## config.mk

```make
export PLATFORM = sky130hd
export DESIGN_NAME = fetch_pc_unit
export DESIGN_NICKNAME = d
export VERILOG_FILES = /design/src/rtl/cpu_pkg.sv /design/src/rtl/pc_next_mux.sv /design/src/rtl/fetch_pc_unit.sv
export SDC_FILE = /design/constraint.sdc
export NUM_CORES = 1
export LEC_CHECK = 0
export CORE_ASPECT_RATIO = 1.2
export CORE_MARGIN = 5
export CORE_UTILIZATION = 38
export CTS_CLUSTER_DIAMETER = 100
export DETAILED_ROUTE_END_ITERATION = 7
export GPL_TIMING_DRIVEN = 0
export PLACE_DENSITY = 0.93
export SLEW_MARGIN = 20
export SYNTH_ARGS = -nofsm -noshare
export SYNTH_HDL_FRONTEND = slang
export SYNTH_HIERARCHICAL = 1
export SYNTH_SLANG_ARGS = --single-unit
```

## constraint.sdc

```tcl
create_clock -name clock -period 2.5 [get_ports clock]
set_input_delay 0.375 -clock clock [delete_from_list [all_inputs] [get_ports clock]]
set_output_delay 0.375 -clock clock [all_outputs]
set_load 0.02 [all_outputs]
```

## src/rtl/cpu_pkg.sv

```systemverilog
// cpu_pkg: opcodes, PCSrc encodings, fetch FSM states and instruction field positions
package cpu_pkg;
  localparam logic [5:0] OP_RTYPE = 6'd0;
  localparam logic [5:0] OP_J     = 6'd1;
  localparam logic [5:0] OP_ADDI  = 6'd8;
  localparam logic [5:0] OP_BEQ   = 6'd32;
  localparam logic [5:0] OP_BNE   = 6'd33;
  localparam logic [5:0] OP_LW    = 6'd35;
  localparam logic [5:0] OP_SW    = 6'd43;
  localparam logic [1:0] PCSRC_ALU    = 2'd0;
  localparam logic [1:0] PCSRC_ALUOUT = 2'd1;
  localparam logic [1:0] PCSRC_JUMP   = 2'd2;
  localparam logic [1:0] PCSRC_HOLD   = 2'd3;
  localparam int OP_LSB  = 26;
  localparam int RS_LSB  = 21;
  localparam int RT_LSB  = 16;
  localparam int RD_LSB  = 11;
  localparam int IMM_LSB = 0;
  localparam int JT_W    = 26;
  typedef enum logic [1:0] {ST_IDLE, ST_REQ, ST_WAIT, ST_EXEC} fetch_state_t;
endpackage

```

## src/rtl/pc_next_mux.sv

```systemverilog
// pc_next_mux: PC write enable and next-PC select
//   pc, jump_target          current PC and ir[25:0]
//   pc_write, pc_write_cond  unconditional / branch write requests
//   beq, zero                branch sense and ALU zero flag
//   pc_src                   0 alu_result, 1 alu_out, 2 jump, 3 hold
//   pc_we, pc_next           write enable and selected next PC
module pc_next_mux
  import cpu_pkg::*;
#(
  parameter int ADDR_W = 32
) (
  input  logic [ADDR_W-1:0] pc,
  input  logic [JT_W-1:0]   jump_target,
  input  logic              pc_write,
  input  logic              pc_write_cond,
  input  logic              beq,
  input  logic              zero,
  input  logic [1:0]        pc_src,
  input  logic [ADDR_W-1:0] alu_result,
  input  logic [ADDR_W-1:0] alu_out,
  output logic              pc_we,
  output logic [ADDR_W-1:0] pc_next
);
  assign pc_we = pc_write | (pc_write_cond & (beq ? zero : ~zero));
  // jump keeps the upper PC bits, so it stays within the current 2^26-word region
  assign pc_next = pc_src == PCSRC_ALU    ? alu_result :
                   pc_src == PCSRC_ALUOUT ? alu_out :
                   pc_src == PCSRC_JUMP   ? {pc[ADDR_W-1:JT_W], jump_target} : pc;
endmodule

```

## src/rtl/fetch_pc_unit.sv

```systemverilog
// fetch_pc_unit: PC and instruction register owner with req/ack instruction fetch
//   clock, reset (async, active-high), run: start/continue fetching
//   imem_req/imem_addr/imem_ack/imem_rdata: instruction memory handshake
//   instr_done, PCWrite, PCWriteCond, BEQ, PCSrc: control FSM commands
//   alu_result, alu_out, zero: datapath PC sources and flag
//   pc, ir, OPcode, rs, rt, rd, imm16, ir_valid: fetch results
//   fetch_err: sticky fetch timeout flag
//   Optional macro FETCH_TIMEOUT_EN: abort a fetch after TIMEOUT_CYC cycles without ack
module fetch_pc_unit
  import cpu_pkg::*;
#(
  parameter int                ADDR_W      = 32,
  parameter int                DATA_W      = 32,
  parameter logic [ADDR_W-1:0] RESET_PC    = '0,
  parameter int                TIMEOUT_CYC = 255
) (
  input  logic              clock,
  input  logic              reset,
  input  logic              run,
  output logic              imem_req,
  output logic [ADDR_W-1:0] imem_addr,
  input  logic              imem_ack,
  input  logic [DATA_W-1:0] imem_rdata,
  input  logic              instr_done,
  input  logic              PCWrite,
  input  logic              PCWriteCond,
  input  logic              BEQ,
  input  logic [1:0]        PCSrc,
  input  logic [ADDR_W-1:0] alu_result,
  input  logic [ADDR_W-1:0] alu_out,
  input  logic              zero,
  output logic [ADDR_W-1:0] pc,
  output logic [DATA_W-1:0] ir,
  output logic [5:0]        OPcode,
  output logic [4:0]        rs,
  output logic [4:0]        rt,
  output logic [4:0]        rd,
  output logic [15:0]       imm16,
  output logic              ir_valid,
  output logic              fetch_err
);
  fetch_state_t state;
  logic pc_we;
  logic timeout;
  logic [ADDR_W-1:0] pc_next;
  pc_next_mux #(.ADDR_W(ADDR_W)) u_mux (
    .pc(pc),
    .jump_target(ir[JT_W-1:0]),
    .pc_write(PCWrite),
    .pc_write_cond(PCWriteCond),
    .beq(BEQ),
    .zero(zero),
    .pc_src(PCSrc),
    .alu_result(alu_result),
    .alu_out(alu_out),
    .pc_we(pc_we),
    .pc_next(pc_next)
  );
  // PC never changes while a fetch is outstanding, so the address is stable
  assign imem_addr = pc;
  assign OPcode = ir[OP_LSB +: 6];
  assign rs = ir[RS_LSB +: 5];
  assign rt = ir[RT_LSB +: 5];
  assign rd = ir[RD_LSB +: 5];
  assign imm16 = ir[IMM_LSB +: 16];
`ifdef FETCH_TIMEOUT_EN
  localparam int CW = $clog2(TIMEOUT_CYC + 1);
  logic [CW-1:0] cnt;
  logic fetching;
  assign fetching = (state == ST_REQ) || (state == ST_WAIT);
  // fires on the TIMEOUT_CYC-th consecutive fetch cycle without ack
  assign timeout = fetching && !imem_ack && (cnt == CW'(TIMEOUT_CYC - 1));
  always_ff @(posedge clock or posedge reset) begin
    if (reset) cnt <= '0;
    else cnt <= (fetching && !imem_ack && !timeout) ? cnt + 1'b1 : '0;
  end
`else
  assign timeout = 1'b0;
`endif
  always_ff @(posedge clock or posedge reset) begin
    if (reset) begin
      state <= ST_IDLE;
      pc <= RESET_PC;
      ir <= '0;
      imem_req <= 1'b0;
      ir_valid <= 1'b0;
      fetch_err <= 1'b0;
    end else begin
      case (state)
        ST_IDLE: if (run && !fetch_err) begin
          state <= ST_REQ;
          imem_req <= 1'b1;
        end
        ST_REQ, ST_WAIT: if (imem_ack) begin
          ir <= imem_rdata;
          state <= ST_EXEC;
          imem_req <= 1'b0;
          ir_valid <= 1'b1;
        end else if (timeout) begin
          fetch_err <= 1'b1;
          imem_req <= 1'b0;
          state <= ST_IDLE;
        end else begin
          state <= ST_WAIT;
        end
        ST_EXEC: begin
          if (pc_we) pc <= pc_next;
          if (instr_done) begin
            state <= run ? ST_REQ : ST_IDLE;
            imem_req <= run;
            ir_valid <= 1'b0;
          end
        end
        default: state <= ST_IDLE;
      endcase
    end
  end
endmodule

```

; Word-level counts from Yosys, hierarchy flattened
; Cells that the tools add are included.
[word_totals]
elab_cells = 45
rom_bits = 0
ramBits = 0
out_inout_bits = 136
memories = 0
latch_bits = 0
in_bits = 107
register_bits = 68
[op_classes]
muxes = 16
addsub = 0
n_shift = 0
div = 0
reduce_logical = 12
n_bitwise = 3
n_mul = 0
n_lt_le_gt_ge = 0
n_eq_ne = 8
[ops]
columns = op, count
row1 = two-way mux 32 bit, 2
row2 = two-way mux 26 bit, 1
row3 = AND reduction 3 bit, 4
row4 = two-way mux 1 bit, 8
row5 = "equality test 2 bit, second input constant", 3
row6 = "!= test 2 bit, second input constant", 3
row7 = one-hot mux 2 bit (3 select lines), 1
row8 = "equality test 2 x 1 -> 1 bit, second input constant", 2
row9 = logical NOT 2 bit, 2
row10 = two-way mux 2 bit, 2
row11 = AND reduction 2 bit, 2
row12 = nonzero test 2 bit, 2
row13 = one-hot mux 1 bit (3 select lines), 1
row14 = nonzero test 3 bit, 1
row15 = one-hot mux 1 bit (2 select lines), 1
row16 = OR reduction 2 bit, 1
row17 = bitwise AND 1 bit, 1
row18 = NOT 1 bit, 1
row19 = OR 1 bit, 1

; Longest topological paths before layout
; Gate-level depths: netlist of run 1.
[logic_depth]
word_depth = 5
mapped_depth = 5
mapped_depth_nobuf = 5

; Hierarchy
; Netlist of run 1, hierarchy kept.
[by_module_without_submodules]
columns = mod, seq_area_each_um2, cells_each, instances, area_each_um2
row1 = fetch_pc_unit, 1701.6, 232, 1, 3270.6
row2 = pc_next_mux, 0.0, 54, 1, 810.8

; Least setup slack after synthesis of run 1
; OpenSTA, ideal clock, no wires.
[synth_timing]
path_kind = input port to flip-flop
startpoint = input PCSrc[0]
endpoint = register pc[10] (netlist: imem_addr[10])
t_arrival_ns = 1.382
t_required_ns = 2.375
cell_stages = 4
n_path_buf = 2
setup_slack_ns = 0.993
setup_ns = 0.125
path_cell_list = buf_6 -> buf_12 -> mux4_2 -> mux2_4
[synth_between]
elab_chain_cells = 3
elab_cells_between_ends = 7
cone_classes = 2 x eq/ne / 2 x mux / 3 x reduce/logical
[synth_rtl]
columns = item, line
row1 = from (decl), fetch_pc_unit.sv:28  ; input logic [1:0] PCSrc,
row2 = equality test 2 x 1 -> 1 bit, pc_next_mux.sv:27  ; pc_src == PCSRC_ALUOUT ? alu_out :
row3 = two-way mux 32 bit, pc_next_mux.sv:27
row4 = two-way mux 32 bit *, pc_next_mux.sv:26  ; assign pc_next = pc_src == PCSRC_ALU ? alu_result :
row5 = named net pc_next[10], fetch_pc_unit.sv:45  ; logic [ADDR_W-1:0] pc_next;
row6 = to (signal assigned), fetch_pc_unit.sv:107  ; if (pc_we) pc <= pc_next;
row7 = to (decl), fetch_pc_unit.sv:32  ; output logic [ADDR_W-1:0] pc,
; Mark *: on every way through the listed nets, which the timed path passes. The rest lies on a longest branch. The select of a mux whose other input is x is not followed.
; A chain may end at the register's enable or synchronous reset.

; Worst setup path after layout of run 1
[layout_timing]
startpoint = register pc[5] (netlist: imem_addr[5])
endpoint = output pc[5]
; No word-level cell between the ends.

==> impl_metrics.csv, run 1 <==
group,metric,value,unit
timing,layout_worst_path_cycle_share,0.7576,
routing,routed_via_density,4.809,
cts,clockBufferDepth,2,
cts,ctsResizeCount,0,
setup_path,worstPathArrival,1.52,ns
timing,maxSlewViolCount,0,
global_routing,grt_pass1_wl,19200,µm
floorplan,die-height,123.5,µm
cells_and_area,drive_above_1_share,0.3494,
timing,fmax,0.5280,GHz
synthesis,synth_fp_nets,395,
cts,worstSkewPairLatency,0.32,ns
cells_and_area,multi_input_comb_area,1694,µm²
floorplan,die_area,12920,µm²
synthesis,yosys_warnings,6,
routing,ant_nets,0,
timing,hold_viol_final,0,
routing,wirelength,12630,µm
cells_and_area,final_core_utilization,0.6595,
synthesis,muxShareOfSynthArea,0.3670,
place,hpwlAfterDp,10140,µm
synthesis,yosys.cell_types.count,25,
power_and_ir_drop,power,9.883,mW
routing,drc,0,
synthesis,yosys.area_share.simple,0.01410,
run,maxCapViolCount,0,
setup_path,worstSetupEndpointType,"primary output",
global_routing,grt-ovfl-total,0,
place,place_congestion,0.7897,
cts,holdBufCountCts,0,
synthesis,ys_seq_area_frac,0.4169,
setup_path,cp-start-kind,"flop",
power_and_ir_drop,ir_drop,0.8412,mV
cells_and_area,area_delta_synth_final,69.93,%
cts,cts_tree,"done",
cells_and_area,final_common_cell,"clkdlybuf4s50_1",
cts,cts_made_buffers,9,
floorplan,rows,41,
floorplan,start_util,0.3881,
place,place_area,6665,µm²
place,io_buffers,239,
floorplan,core,10520,µm²
routing,wl_per_cell,18.85,µm
synthesis,synth_compound_area_frac,0.02483,
routing,first_pass_iters,4,
cells_and_area,final_cell_mix,"239 x clkdlybuf4s50_1, 70 x buf_4, 68 x dfrtp_1",
setup_path,critical_path_class,"reg2out",
cells_and_area,seqCellArea,1702,µm²
cts,htreeDepth,3,
timing,fin_skew,0.005503,ns
global_routing,grt_use_total,0.1887,
synthesis,synth_top_family_by_area,"multiplexers",
timing,fin_crit,1.894,ns
worst_hold_path,min_path_type,"in2async",
timing,setup_violations,0,
cts,cts_root_buf,"clkbuf_16",
synthesis,syn_avg_cell_area,14.27,µm²
setup_path,cp_max_fo,4,
cts,clk_pin_slew,0.05,ns
timing,slew-limit-headroom,0.5673,
cts,cts_setup_buffers,0,
cells_and_area,fillers,765,
cells_and_area,stdcell_area,6935,µm²
power_and_ir_drop,p_leak,3.034,nW
setup_path,critical_path_required,2.12,ns
cells_and_area,nets,646,
routing,drt_iter0_markers,80,
timing,tightestPinTransition,0.6490,ns
global_routing,grt_max_degree,46,
cells_and_area,antenna_cells,0,
synthesis,syn_inst,286,
synthesis,synth-xor-area-share,0.002146,
synthesis,synthAdderAreaFrac,0.006131,
global_routing,grt_pass1_vias,3668,
global_routing,antenna_found_initial,0,
cts,clock-sinks,68,
floorplan,io_pins,243,
routing,dr_total_vias,3222,
status,status,"finished, final reports clean",
power_and_ir_drop,powerDensity,1425,nW/µm²
synthesis,netlist_area,4081,µm²
floorplan,die_w,104.6,µm
synthesis,yosys_register_bits,68,
timing,rsz0062_at_grt,"false",
worst paths after layout:
| check | depth (start not counted) | start | slack, ns | to |
|---|---|---|---|---|
| max | 2 | imem_addr[5] | 0.61 | pc[5] |
| max reg2reg | 5 | state[1] | 0.74 | ir[12] |
| max in group asynchronous | 3 | reset | 1.58 | ir[23] |
| min in group clock | 2 | ir_valid | 0.51 | ir_valid |
| min | 2 | reset | 0.39 | ir[16] |
| min reg2reg | 2 | ir_valid | 0.51 | ir_valid |
synth_stat cells:
| cell type | number | area, µm² |
|---|---|---|
| a32oi_1 | 1 | 8.760 |
| buf_4 | 70 | 525.5 |
| xnor2_1 | 1 | 8.760 |
| nor2b_1 | 3 | 18.77 |
| mux2i_1 | 6 | 60.06 |
| a21o_1 | 1 | 7.510 |
| ha_1 | 2 | 25.02 |
| mux4_2 | 24 | 540.5 |
| nand2_2 | 2 | 12.51 |
| dfrtp_1 | 68 | 1702 |
| mux2_2 | 35 | 394.1 |
| o31ai_1 | 4 | 30.03 |
| buf_2 | 5 | 25.02 |
| conb_1 | 1 | 3.750 |
| o22ai_2 | 1 | 12.51 |
| nand2_1 | 6 | 22.52 |
| clkbuf_1 | 2 | 7.510 |
| inv_1 | 6 | 22.52 |
| nor2_1 | 1 | 3.750 |
| a21boi_0 | 1 | 7.510 |
| buf_6 | 4 | 45.04 |
| mux2_4 | 30 | 450.4 |
| buf_12 | 3 | 60.06 |
| mux4_1 | 2 | 52.55 |
| o21ai_0 | 7 | 35.03 |
state kept, by name, summed over array words and instances (netlist names):
register and count:
imem_addr 32, ir 32, state 2, imem_req 1, ir_valid 1
kinds of logic after synthesis:
family          after synthesis
mux                          97
buf+inv                      90
flops                        68
compound gates               15
simple gates                 12
fa+ha+maj                     2
other cells                   1
xor+xnor                      1
critical path: stages (launching register included):
cell and delay, ns:
dfrtp_1 0.45, buf_4 0.15, clkdlybuf4s50_1 0.60
report_power, final:
group / switching, mW / leakage, nW / internal (mW)
Clock: 0.432 / 0.135 / 0.717
Sequential: 0.623 / 0.809 / 1.68
Combinational: 2.68 / 2.09 / 3.75
Total: 3.73 / 3.03 / 6.15
layer usage:
metal,vias up,routed length [µm],global-route usage
li1,1454,-,-
met2,132,7058,0.3582
met4,0,246,0.06555
met5,-,0,0
met3,21,796,0.05170
met1,1615,4526,0.2009
through the flow:
step | instances | hold WS (ns) | setup TNS [ns] | setup WS (ns)
finish | 670 | 0.3878 | 0 | 0.6060
global route | 670 | 0.4161 | 0 | 0.5759
CTS | 670 | 0.3876 | 0 | 0.5964
detailed placement | 655 | 0.5059 | 0 | 0.4822
global placement | 654 | 0.4835 | -54.43 | -0.8069
floorplan | 286 | 0.5063 | 0 | 0.4135
layout make-up:
cell class / count / area share
Buffer: 84 / 0.09562
Tap cell: 129 / 0.02327
Inverter: 6 / 0.003608
Timing Repair Buffer: 240 / 0.3489
Clock inverter: 2 / 0.001443
Sequential cell: 68 / 0.2454
Clock buffer: 13 / 0.03752
Multi-Input combinational cell: 128 / 0.2443
No activity file was read; power rests on OpenSTA's default activity.
==> run 2: changes to the inputs <==
Settings changed: CORE_UTILIZATION 38 to 35, PLACE_DENSITY 0.93 to 0.91.
Clock period 2.5 ns to 1.7 ns, I/O delays scaled along.
==> impl_metrics.csv, run 2 (synthesis results as in run 1) <==
group,metric,value,unit
cts,clock-sinks,68,
run,maxCapViolCount,0,
place,place_inst,684,
floorplan,die_area,13930,µm²
timing,tightestPinTransition,0.6462,ns
cts,holdBufCountCts,0,
floorplan,core,11510,µm²
routing,dr_total_vias,3218,
place,hpwlAfterDp,10490,µm
floorplan,die-height,128.3,µm
global_routing,grt-ovfl-total,0,
setup_path,worstSetupEndpointType,"flop",
floorplan,die_w,108.6,µm
cells_and_area,final-instance-count-excl-fill,700,
setup_path,worstPathArrival,1.88,ns
timing,fin_skew,0.006206,ns
setup_path,critical_path_required,1.91,ns
cts,cts_root_buf,"clkbuf_16",
cells_and_area,area_delta_synth_final,72.23,%
power_and_ir_drop,p_leak,3.352,nW
cts,worstSkewPairLatency,0.32,ns
global_routing,grt_max_degree,28,
timing,maxSlewViolCount,0,
worst_hold_path,min_path_type,"in2async",
global_routing,grt_pass1_vias,3596,
cells_and_area,nets,647,
cts,cts_made_buffers,9,
cells_and_area,antenna_cells,0,
routing,wl_per_cell,18.40,µm
setup_path,cp_max_fo,10,
routing,first_pass_iters,4,
timing,hold_viol_final,0,
timing,slew-limit-headroom,0.5692,
power_and_ir_drop,powerDensity,2032,nW/µm²
setup_path,cpMaxStageDelayCell,"dfrtp_1",
routing,drt_iter0_markers,66,
setup_path,cp_cell_sequence,"inv_1 -> ha_1 -> nand2_2 -> buf_4 -> mux2_2",
cells_and_area,final_common_cell,"clkdlybuf4s50_1",
routing,routed_via_density,4.597,
timing,layout_worst_path_cycle_share,0.9858,
cts,ctsResizeCount,51,
setup_path,cp-start-kind,"flop",
floorplan,start_util,0.3545,
cts,cts_tree,"done",
cells_and_area,fillers,976,
power_and_ir_drop,power,14.28,mW
floorplan,io_pins,243,
cts,clk_pin_slew,0.05,ns
status,status,"finished, final reports clean",
timing,fin_hold_ws,0.3439,ns
cells_and_area,stdcell_area,7029,µm²
cells_and_area,drive_above_1_share,0.3591,
setup_path,critPathBufInv,2,
global_routing,grt_pass1_wl,19580,µm
floorplan,rows,43,
place,place_area,6721,µm²
setup_path,critical_path_class,"reg2reg",
power_and_ir_drop,ir_drop,0.9783,mV
global_routing,grt_use_total,0.1840,
timing,setup_violations,0,
place,place_congestion,0.7535,
setup_path,critical-path-top-delay-family,"flip-flops",
cells_and_area,final_cell_mix,"172 x clkdlybuf4s50_1, 73 x buf_4, 66 x dfrtp_1",
routing,ant_nets,0,
timing,tns,0,ns
global_routing,antenna_found_initial,0,
place,io_buffers,239,
routing,drc,0,
cts,clockBufferDepth,2,
timing,rsz0062_at_grt,"true",
routing,wirelength,12880,µm
cts,htreeDepth,3,
timing,fmax,0.5967,GHz
timing,fin_crit,1.676,ns
cts,cts_setup_buffers,0,
setup_path,slowest_delay,0.36,ns
run 2: routing by layer:
metal | up-vias | share of wire | global-route usage
met5 | - | 0 | 0
met1 | 1625 | 0.36 | 0.2018
li1 | 1461 | - | -
met4 | 0 | 0.022 | 0.07281
met2 | 113 | 0.56 | 0.3441
met3 | 19 | 0.056 | 0.03426
run 2: path summary, 6_finish.rpt:
kind / from / depth (start not counted) / slack, ns / to
setup / recovery: state[0] / 5 / 0.02 / ir[6]
hold / removal: reset / 2 / 0.34 / ir[0]
setup reg to reg: state[0] / 5 / 0.02 / ir[6]
hold reg to reg: imem_req / 2 / 0.54 / imem_req
max in group asynchronous: reset / 3 / 0.86 / imem_addr[18]
min in group clock: PCSrc[0] / 3 / 0.45 / imem_addr[0]
run 2: power breakdown:
group          internal (mW)  switching [mW]
Combinational           5.09            3.92
Sequential              2.47           0.922
Clock                   1.20           0.667
run 2: metrics by stage:
| stage | worst slack (ns) | util |
|---|---|---|
| floorplan | 0.2092 | - |
| finish | 0.02413 | 0.6105 |
| detailed placement | -0.1344 | 0.5838 |
| global route | -0.03355 | 0.6105 |
| CTS | 0.0009962 | 0.6060 |
| global placement | -0.1895 | 0.5797 |
run 2: layout make-up:
type	instances	area [µm²]	area share
plain buffers	84	670.6	0.09541
repair buffers	241	2435	0.3464
well taps	157	196.4	0.02795
multi-input cells	128	1694	0.2410
flip-flops and latches	68	1704	0.2424
clock inverters	5	50.05	0.007120
clock buffers	11	252.7	0.03596
inverters	6	26.28	0.003738
==> run 3: changes to the inputs <==
Settings changed: CAP_MARGIN set to 10.
==> results of run 3 <==
Same layout as run 2: the final DEF is identical, and so are final timing and power.
